<file path="config.mk">
export PLATFORM = sky130hd
export DESIGN_NAME = sisc_seq_ctrl_flat
export DESIGN_NICKNAME = d
export VERILOG_FILES = /design/src/rtl/sisc_seq_ctrl_pkg.sv /design/src/rtl/sisc_seq_ctrl_if.sv /design/src/rtl/sisc_seq_ctrl_br_eval.sv /design/src/rtl/sisc_seq_ctrl.sv /design/src/flat_wrapper.sv
export SDC_FILE = /design/constraint.sdc
export NUM_CORES = 1
export LEC_CHECK = 0
export ABC_AREA = 1
export BUFFER_PORTS_ARGS = -buffer_cell sky130_fd_sc_hd__buf_2
export CORE_MARGIN = 4
export CORE_UTILIZATION = 49
export CTS_CLUSTER_SIZE = 10
export DETAILED_ROUTE_END_ITERATION = 8
export PLACE_DENSITY_LB_ADDON = 0.05
export SYNTH_ARGS = -nofsm -noshare
export SYNTH_HDL_FRONTEND = slang
export SYNTH_SLANG_ARGS = --single-unit
</file>
<file path="constraint.sdc">
create_clock -name clk -period 1.8 [get_ports clk]
set_input_delay 0.18 -clock clk [delete_from_list [all_inputs] [get_ports clk]]
set_output_delay 0.18 -clock clk [all_outputs]
set_load 0.03 [all_outputs]
</file>
<file path="src/rtl/sisc_seq_ctrl_pkg.sv">
// Shared definitions for the SISC multicycle sequencer: opcodes, FSM state
// encoding, ALU operation codes, status-bit positions and the strobe bundle.
package sisc_defs;

    typedef enum logic [3:0] {
        OP_NOOP  = 4'b0000,
        OP_ALU_R = 4'b0001,
        OP_ALU_I = 4'b0010,
        OP_LOD   = 4'b0011,
        OP_STR   = 4'b0100,
        OP_BRA   = 4'b0101,
        OP_BRR   = 4'b0110,
        OP_BNE   = 4'b0111,
        OP_HLT   = 4'b1111
    } opcode_e;

    typedef enum logic [2:0] {
        S_START0    = 3'd0,
        S_START1    = 3'd1,
        S_FETCH     = 3'd2,
        S_DECODE    = 3'd3,
        S_EXECUTE   = 3'd4,
        S_MEM       = 3'd5,
        S_WRITEBACK = 3'd6,
        S_HALT      = 3'd7
    } state_e;

    localparam logic [1:0] ALU_PASS = 2'b00;
    localparam logic [1:0] ALU_RR   = 2'b01;
    localparam logic [1:0] ALU_ADDR = 2'b10;

    // statreg is {C,V,N,Z}
    localparam int STAT_Z = 0;
    localparam int STAT_N = 1;
    localparam int STAT_V = 2;
    localparam int STAT_C = 3;

    typedef struct packed {
        logic       ir_load;
        logic       pc_write;
        logic       pc_sel;
        logic       br_sel;
        logic       rf_we;
        logic [1:0] alu_op;
        logic       wb_sel;
        logic       rd_sel;
        logic       dm_we;
        logic       stat_en;
        logic       halted;
    } ctrl_t;

endpackage

</file>
<file path="src/rtl/sisc_seq_ctrl_if.sv">
// Sequencer <-> datapath bundle: IR/statreg fields in, control strobes and
// retired-instruction count out.
interface sisc_seq_ctrl_if #(
    parameter int CNT_W = 16
);
    logic [3:0]       opcode;
    logic [3:0]       mm;
    logic [3:0]       stat;
    logic             ir_load;
    logic             pc_write;
    logic             pc_sel;
    logic             br_sel;
    logic             rf_we;
    logic [1:0]       alu_op;
    logic             wb_sel;
    logic             rd_sel;
    logic             dm_we;
    logic             stat_en;
    logic             halted;
    logic [CNT_W-1:0] icount;

    modport master (
        input  opcode, mm, stat,
        output ir_load, pc_write, pc_sel, br_sel, rf_we, alu_op,
               wb_sel, rd_sel, dm_we, stat_en, halted, icount
    );

    modport slave (
        output opcode, mm, stat,
        input  ir_load, pc_write, pc_sel, br_sel, rf_we, alu_op,
               wb_sel, rd_sel, dm_we, stat_en, halted, icount
    );
endinterface

</file>
<file path="src/rtl/sisc_seq_ctrl_br_eval.sv">
// Conditional-branch evaluator: compares the mm condition mask against the
// live statreg value for BRA/BRR/BNE.
module sisc_br_eval
    import sisc_defs::*;
(
    input  logic [3:0] opcode,
    input  logic [3:0] mm,
    input  logic [3:0] stat,
    output logic       taken
);

    logic w_hit;

    assign w_hit = |(mm & stat);

    always_comb begin
        taken = 1'b0;
        case (opcode)
            OP_BRA, OP_BRR: taken = (mm == 4'b0000) || w_hit;
            OP_BNE:         taken = !w_hit;
            default:        taken = 1'b0;
        endcase
    end

endmodule

</file>
<file path="src/rtl/sisc_seq_ctrl.sv">
// SISC multicycle sequencer: walks FETCH/DECODE/EXECUTE/MEM/WRITEBACK and
// decodes every datapath strobe from the registered state plus IR/statreg.
module sisc_seq_ctrl
    import sisc_defs::*;
#(
    parameter int CNT_W = 16
) (
    input  logic           clk,
    input  logic           rst_f,
    sisc_seq_ctrl_if.master bus
);

    state_e           r_state;
    state_e           w_state_nxt;
    logic [CNT_W-1:0] r_icount;
    ctrl_t            w_ctl;
    logic             w_taken;

    sisc_br_eval u_br_eval (
        .opcode (bus.opcode),
        .mm     (bus.mm),
        .stat   (bus.stat),
        .taken  (w_taken)
    );

    always_ff @(posedge clk or negedge rst_f) begin
        if (!rst_f) begin
            r_state <= S_START0;
        end else begin
            r_state <= w_state_nxt;
        end
    end

    // Retirement is the WRITEBACK -> FETCH edge; HLT never reaches WRITEBACK.
    always_ff @(posedge clk or negedge rst_f) begin
        if (!rst_f) begin
            r_icount <= '0;
        end else if (r_state == S_WRITEBACK) begin
            r_icount <= r_icount + CNT_W'(1);
        end
    end

    always_comb begin
        w_state_nxt = r_state;
        w_ctl       = '0;
        case (r_state)
            S_START0: w_state_nxt = S_START1;
            S_START1: w_state_nxt = S_FETCH;
            S_FETCH: begin
                w_ctl.ir_load  = 1'b1;
                w_ctl.pc_write = 1'b1;
                w_state_nxt    = S_DECODE;
            end
            S_DECODE: begin
                w_state_nxt = (bus.opcode == OP_HLT) ? S_HALT : S_EXECUTE;
            end
            S_EXECUTE: begin
                w_state_nxt = S_MEM;
                case (bus.opcode)
                    OP_ALU_R: begin
                        w_ctl.alu_op  = ALU_RR;
                        w_ctl.stat_en = 1'b1;
                    end
                    OP_ALU_I: begin
                        w_ctl.alu_op  = ALU_PASS;
                        w_ctl.stat_en = 1'b1;
                    end
                    OP_LOD, OP_STR: w_ctl.alu_op = ALU_ADDR;
                    OP_BRA, OP_BRR, OP_BNE: begin
                        w_ctl.pc_write = w_taken;
                        w_ctl.pc_sel   = w_taken;
                        w_ctl.br_sel   = w_taken && (bus.opcode == OP_BRR);
                    end
                    default: ;
                endcase
            end
            S_MEM: begin
                w_state_nxt = S_WRITEBACK;
                if (bus.opcode == OP_STR) begin
                    w_ctl.dm_we  = 1'b1;
                    w_ctl.rd_sel = 1'b1;
                end else if (bus.opcode == OP_LOD) begin
                    w_ctl.alu_op = ALU_ADDR;
                end
            end
            S_WRITEBACK: begin
                w_state_nxt = S_FETCH;
                case (bus.opcode)
                    OP_ALU_R: begin
                        w_ctl.rf_we  = 1'b1;
                        w_ctl.alu_op = ALU_RR;
                    end
                    OP_ALU_I: w_ctl.rf_we = 1'b1;
                    OP_LOD: begin
                        w_ctl.rf_we  = 1'b1;
                        w_ctl.wb_sel = 1'b1;
                    end
                    default: ;
                endcase
            end
            S_HALT: begin
                w_ctl.halted = 1'b1;
                w_state_nxt  = S_HALT;
            end
            default: w_state_nxt = S_START0;
        endcase
    end

    assign bus.ir_load  = w_ctl.ir_load;
    assign bus.pc_write = w_ctl.pc_write;
    assign bus.pc_sel   = w_ctl.pc_sel;
    assign bus.br_sel   = w_ctl.br_sel;
    assign bus.rf_we    = w_ctl.rf_we;
    assign bus.alu_op   = w_ctl.alu_op;
    assign bus.wb_sel   = w_ctl.wb_sel;
    assign bus.rd_sel   = w_ctl.rd_sel;
    assign bus.dm_we    = w_ctl.dm_we;
    assign bus.stat_en  = w_ctl.stat_en;
    assign bus.halted   = w_ctl.halted;
    assign bus.icount   = r_icount;

endmodule

</file>
<file path="src/flat_wrapper.sv">
// flat-port wrapper written by rule: the top's interface ports become plain ports
module sisc_seq_ctrl_flat import sisc_defs::*;
#(
    parameter int CNT_W = 16
)
  (clk, rst_f, bus_opcode, bus_mm, bus_stat, bus_ir_load, bus_pc_write, bus_pc_sel, bus_br_sel, bus_rf_we, bus_alu_op, bus_wb_sel, bus_rd_sel, bus_dm_we, bus_stat_en, bus_halted, bus_icount);
  sisc_seq_ctrl_if #(.CNT_W(CNT_W)) bus_i ();
  input  logic clk;
  input  logic rst_f;
  input wire logic [$bits(bus_i.opcode)-1:0] bus_opcode;
  input wire logic [$bits(bus_i.mm)-1:0] bus_mm;
  input wire logic [$bits(bus_i.stat)-1:0] bus_stat;
  output wire logic [$bits(bus_i.ir_load)-1:0] bus_ir_load;
  output wire logic [$bits(bus_i.pc_write)-1:0] bus_pc_write;
  output wire logic [$bits(bus_i.pc_sel)-1:0] bus_pc_sel;
  output wire logic [$bits(bus_i.br_sel)-1:0] bus_br_sel;
  output wire logic [$bits(bus_i.rf_we)-1:0] bus_rf_we;
  output wire logic [$bits(bus_i.alu_op)-1:0] bus_alu_op;
  output wire logic [$bits(bus_i.wb_sel)-1:0] bus_wb_sel;
  output wire logic [$bits(bus_i.rd_sel)-1:0] bus_rd_sel;
  output wire logic [$bits(bus_i.dm_we)-1:0] bus_dm_we;
  output wire logic [$bits(bus_i.stat_en)-1:0] bus_stat_en;
  output wire logic [$bits(bus_i.halted)-1:0] bus_halted;
  output wire logic [$bits(bus_i.icount)-1:0] bus_icount;
  assign bus_i.opcode = bus_opcode;
  assign bus_i.mm = bus_mm;
  assign bus_i.stat = bus_stat;
  assign bus_ir_load = bus_i.ir_load;
  assign bus_pc_write = bus_i.pc_write;
  assign bus_pc_sel = bus_i.pc_sel;
  assign bus_br_sel = bus_i.br_sel;
  assign bus_rf_we = bus_i.rf_we;
  assign bus_alu_op = bus_i.alu_op;
  assign bus_wb_sel = bus_i.wb_sel;
  assign bus_rd_sel = bus_i.rd_sel;
  assign bus_dm_we = bus_i.dm_we;
  assign bus_stat_en = bus_i.stat_en;
  assign bus_halted = bus_i.halted;
  assign bus_icount = bus_i.icount;
  sisc_seq_ctrl #(.CNT_W(CNT_W)) u_core (.clk(clk), .rst_f(rst_f), .bus(bus_i));
endmodule
</file>
### Word level (Yosys, flattened, before mapping)

Cells that the tools add are included.
W data, S select, Z words.

* bits in registers: 19
* logic and storage cells: 52

* reductions and logical operators: 12
* add/subtract/negate cells: 1
* eq/ne operators: 15
* bitwise operators: 1
* muxes and demuxes: 21

Operators by type and width (number)
* $pmux W3 S7: 1
* $add A16 B1 Y16 const B: 1
* $eq A4 B3 Y1 const B: 4
* $eq A3 B3 Y1 const B: 4
* $mux W2: 6
* $mux W1: 9
* $eq A4 B2 Y1 const B: 2
* $reduce_or A2 Y1: 4
* $eq A3 B2 Y1 const B: 2
* $pmux W2 S3: 1
* $reduce_or A3 Y1: 2
* $and A4 B4 Y4: 1
* $eq A4 B1 Y1 const B: 1
* $eq A4 B4 Y1 const B: 1
* $logic_not A4 Y1: 1
* $pmux W1 S2: 2
* $pmux W2 S2: 1
* $reduce_or A4 Y1: 1
* $eq A3 B1 Y1 const B: 1
* $logic_not A3 Y1: 1
* $mux W3: 1
* $logic_and A1 B1 Y1: 1
* $logic_not A1 Y1: 1
* $logic_or A1 B1 Y1: 1

### Longest topological paths before layout

* depth after elaboration: 7
* depth in mapped cells: 8
* mapped depth without buffers: 8

### Modules after synthesis

From an unflattened synthesis, not the netlist that was laid out.

* cell total of the unflattened synthesis: 154
* area total of the unflattened synthesis: 1156.1 sq um

Modules (own cells, without submodules)
* sisc_seq_ctrl: area an instance 1073.5 sq um, times used 1, cells each 133
* sisc_br_eval: area an instance 82.6 sq um, times used 1, cells each 21

### Worst setup path after synthesis

OpenSTA, ideal clock, no wires.

* path kind: register to output
* from: reg u_core.r_state[1]
* to: out bus_rd_sel
* arrival time: 1.603 ns
* cell stages (with the launch flop): 5
* required time: 1.620 ns
* buffers on the path: 1
* path slack: 0.017 ns
* cells stage by stage: dfrtp_1 > inv_1 > nand2_1 > nor3_1 > buf_4

* word-level cells in the longest chain between the ends: 2

RTL lines
* start: declaration: RTL line sisc_seq_ctrl.sv:13 `state_e r_state;`
* start signal: assignment: RTL line sisc_seq_ctrl.sv:30 `r_state <= w_state_nxt;`
* $eq A3 B3 Y1: RTL line sisc_seq_ctrl.sv:46 `case (r_state)`
* $mux W2: RTL line sisc_seq_ctrl.sv:46
* end: declaration: RTL line flat_wrapper.sv:20 `output wire logic [$bits(bus_i.rd_sel)-1:0] bus_rd_sel;`

Every way passes these cells.

### Worst setup path after layout

Ends and elaborated chain as after synthesis.

==> results.txt <==
The run finished with clean final reports. The deepest level of the CTS H-tree came out at 1. The tightest hold path in the finished design has a slack of 0.3201 ns. The average wire length per cell after detail routing came out at 11.64 um.

The number of placement rows is 17. Summed over all layers, the routed wires come to 2794 um. The type of destination of the critical path is a primary output. The worst slew slack as a fraction of its limit is 72.63%. The number of max-slew violations in the final report was 0.

The total count of hold-check failures in the final report is 0. The wire length of the first global-routing pass came out at 4650 um. The met2 layer usage reported by global route came out at 30.48%. TritonCTS built the clock tree. The detailed router finished its first iteration with 31 violations.

The min-delay analysis places its worst path in the category in2reg. The total clock sinks is 19. The total global-route track usage is 17.76%. The warning count from the yosys run is 0. The count of pins on the block boundary is 42. The die boundary height came out at 57.67 um. Global routing consumed, on the met1 layer, 21.52% of the routing resources.

The buffer depth of the longest clock path came out at 2. The post-route netlist has 27.36% of its cells at a drive strength greater than 1. The placeable core region is 2276 sq um. The final-report setup violation count came out at 0. The final route contains 1200 vias. The largest net degree at the start of global routing is 20. The routability congestion estimate is 0.8816. The insertion delay to the later sink of the worst-skew pair is 0.30 ns. The cell count after synthesis came out at 167.

After the last flow step, the layout net total stands at 228. The area overhead of the layout relative to synthesis came out at 22.67%. The antenna cell count is 0. The shortest period the worst path allows came out at 1.633 ns. The remaining design rule violation count is 0. Using the TritonRoute via totals, the vias-per-cell ratio works out to 5.000.

The most used routing layer in global routing is met2. The cell area power density is 1038 nW/um^2. The HPWL after detailed placement came out at 2239 um. Data arrives at the worst endpoint at 1.45 ns. The TritonCTS buffer count is 3. The critical path required time came out at 1.62 ns.

The flop and latch count out of synthesis is 19. Across the run, the number of max-cap violations was 0. Before antenna repair, the detailed router went through 4 iterations. The slew at the pin closest to its max-slew limit came out at 0.4106 ns. The clock slew at the register clock pins of the worst setup and hold paths came out at 0.10 ns. The worst ir drop on vdd came out at 1.055 mV. The sequential cell area fraction in the yosys report came out at 39.34%. The number of buffers inserted by port buffering came out at 41. The setup TNS is 0 ns. Once the clock tree was built, the setup fixing pass inserted 0 buffers. The initial antenna violation count is 0. The setup skew after layout is 0.009211 ns. The horizontal extent of the die came out at 57.67 um. The kind of launch point of the worst setup path is a register.

The worst setup path is of the reg2out kind. Setup repair after global routing left no endpoint under its margin. The average size of a mapped cell came out at 7.237 sq um.

Clock tree synthesis selected as its root buffer the cell sky130_fd_sc_hd__clkbuf_4. The leakage power total is 0.9147 nW. The total nets after synthesis came out at 182. In this run the cell area of the synthesized design comes to 1209 sq um. The die area is 3325 sq um. The post-route fraction of the period consumed by the critical path came out at 90.74%. The via count of the first global-routing pass is 1118. The highest achievable clock rate came out at 612.2 MHz.

The residual antenna-violating net count after detailed routing is 0. The largest fanout on the critical path is 6. The distinct cell type count of the synthesized netlist came out at 21. The global routing met3 resource utilization came out at 4.009%.

The starting density of the core came out at 53.11%. The total congestion overflow came out at 0.
[placed cells by master, fill, tap and decap left out]
| cell type | n |
|---|---|
| sky130_fd_sc_hd__xnor2_2 | 2 |
| sky130_fd_sc_hd__a21oi_1 | 2 |
| sky130_fd_sc_hd__nand3_2 | 1 |
| sky130_fd_sc_hd__clkbuf_4 | 3 |
| sky130_fd_sc_hd__ha_1 | 1 |
| sky130_fd_sc_hd__nor2_8 | 1 |
| sky130_fd_sc_hd__inv_2 | 1 |
| sky130_fd_sc_hd__nand2_4 | 2 |
| sky130_fd_sc_hd__xor2_1 | 4 |
| sky130_fd_sc_hd__nor2_4 | 2 |
| sky130_fd_sc_hd__xnor2_1 | 5 |
| sky130_fd_sc_hd__o21ai_0 | 2 |
| sky130_fd_sc_hd__inv_1 | 24 |
| sky130_fd_sc_hd__nand3_1 | 7 |
| sky130_fd_sc_hd__nand4_1 | 7 |
| sky130_fd_sc_hd__nor2_1 | 28 |
| sky130_fd_sc_hd__dlygate4sd3_1 | 1 |
| sky130_fd_sc_hd__o22ai_1 | 1 |
| sky130_fd_sc_hd__nand2_1 | 51 |
| sky130_fd_sc_hd__nor2_2 | 2 |
| sky130_fd_sc_hd__nor3_1 | 1 |
| sky130_fd_sc_hd__clkbuf_1 | 1 |
| sky130_fd_sc_hd__dfrtp_1 | 19 |
| sky130_fd_sc_hd__buf_2 | 41 |
| sky130_fd_sc_hd__nand2_2 | 3 |
[state kept, by name, summed over array words and instances (netlist names), named ones only]
signal	flops
u_core.bus.icount	16
u_core.r_state	2
[metal layers]
metal	routed length, um	vias to the layer above
met4	57	0
li1	-	600
met1	1203	545
met3	299	7
met2	1234	48
met5	0	-
[synthesized netlist by cell type, drive strengths merged]
library cell,n,share of area (%)
a21oi,2,0.83
buf,1,0.62
dfrtp,19,39
ha,1,1.0
inv,25,7.8
nand2,56,19
nand3,8,3.3
nand4,7,3.6
nor2,33,13
nor3,1,0.41
o21ai,2,0.83
o22ai,1,0.52
xnor2,7,6.3
xor2,4,2.9
[final timing paths]
check	from	slack, ns	cells past startpoint	endpoint
worst max register to register	u_core.bus.icount[1]	0.42	7	u_core.bus.icount[10]
max in group asynchronous	rst_f	1.17	2	u_core.r_state[1]
worst max-delay path	u_core.r_state[1]	0.17	4	bus_rd_sel
min in group asynchronous	rst_f	0.33	2	u_core.bus.icount[14]
worst min-delay path	bus_opcode[3]	0.32	5	u_core.r_state[0]
worst min register to register	u_core.bus.icount[8]	0.53	1	u_core.bus.icount[8]
[what timing repair did]
| item | in CTS | in global routing |
|---|---|---|
| gates resized for setup | 0 | 1 |
| hold endpoints to repair | 19 | 0 |
| endpoints found under the setup margin | 0 | 1 |
| hold buffers | 1 | 0 |
[cell families (layout without fill, tap and decap cells)]
group / after synthesis / after routing / share of synthesized area (%)
xor+xnor: 11 / 11 / 9.213
compound gates: 5 / 5 / 2.174
simple gates: 105 / 105 / 39.85
fa+ha+maj: 1 / 1 / 1.035
flops: 19 / 19 / 39.34
buf+inv: 26 / 71 / 8.385
[area by class of cell]
type	instances	area (sq um)
sequential	19	475.5
multi-input combinational	122	636.9
tap	28	35.03
inverter	25	93.84
clock buffer	4	26.28
fill	209	793.3
timing repair buffer	42	215.2
[power by group]
group	internal, mW	total [mW]	switching [mW]
logic	0.199	0.674	0.475
registers	0.513	0.645	0.132
clock network	0.0864	0.220	0.133
[critical path: stages (launching register included)]
cell and delay [ns]:
sky130_fd_sc_hd__dfrtp_1 0.46, sky130_fd_sc_hd__inv_1 0.10, sky130_fd_sc_hd__nand2_1 0.09, sky130_fd_sc_hd__nor3_1 0.26
sky130_fd_sc_hd__buf_2 0.25
[per-stage QoR]
step           power, mW  area, sq um  std cells  utilization [%]  setup slack [ns]
4_1_cts            1.535         1478        240            64.93           0.07801
6_report           1.539         1483        240            65.15            0.1666
3_5_place_dp       1.312         1441        235            63.33            0.4163
5_1_grt            1.640         1483        240            65.15           0.03552
3_3_place_gp       1.283         1441        235            63.33            0.4830
2_1_floorplan      1.109         1209        167                -           0.01704
No activity file was read; power rests on OpenSTA's default activity.
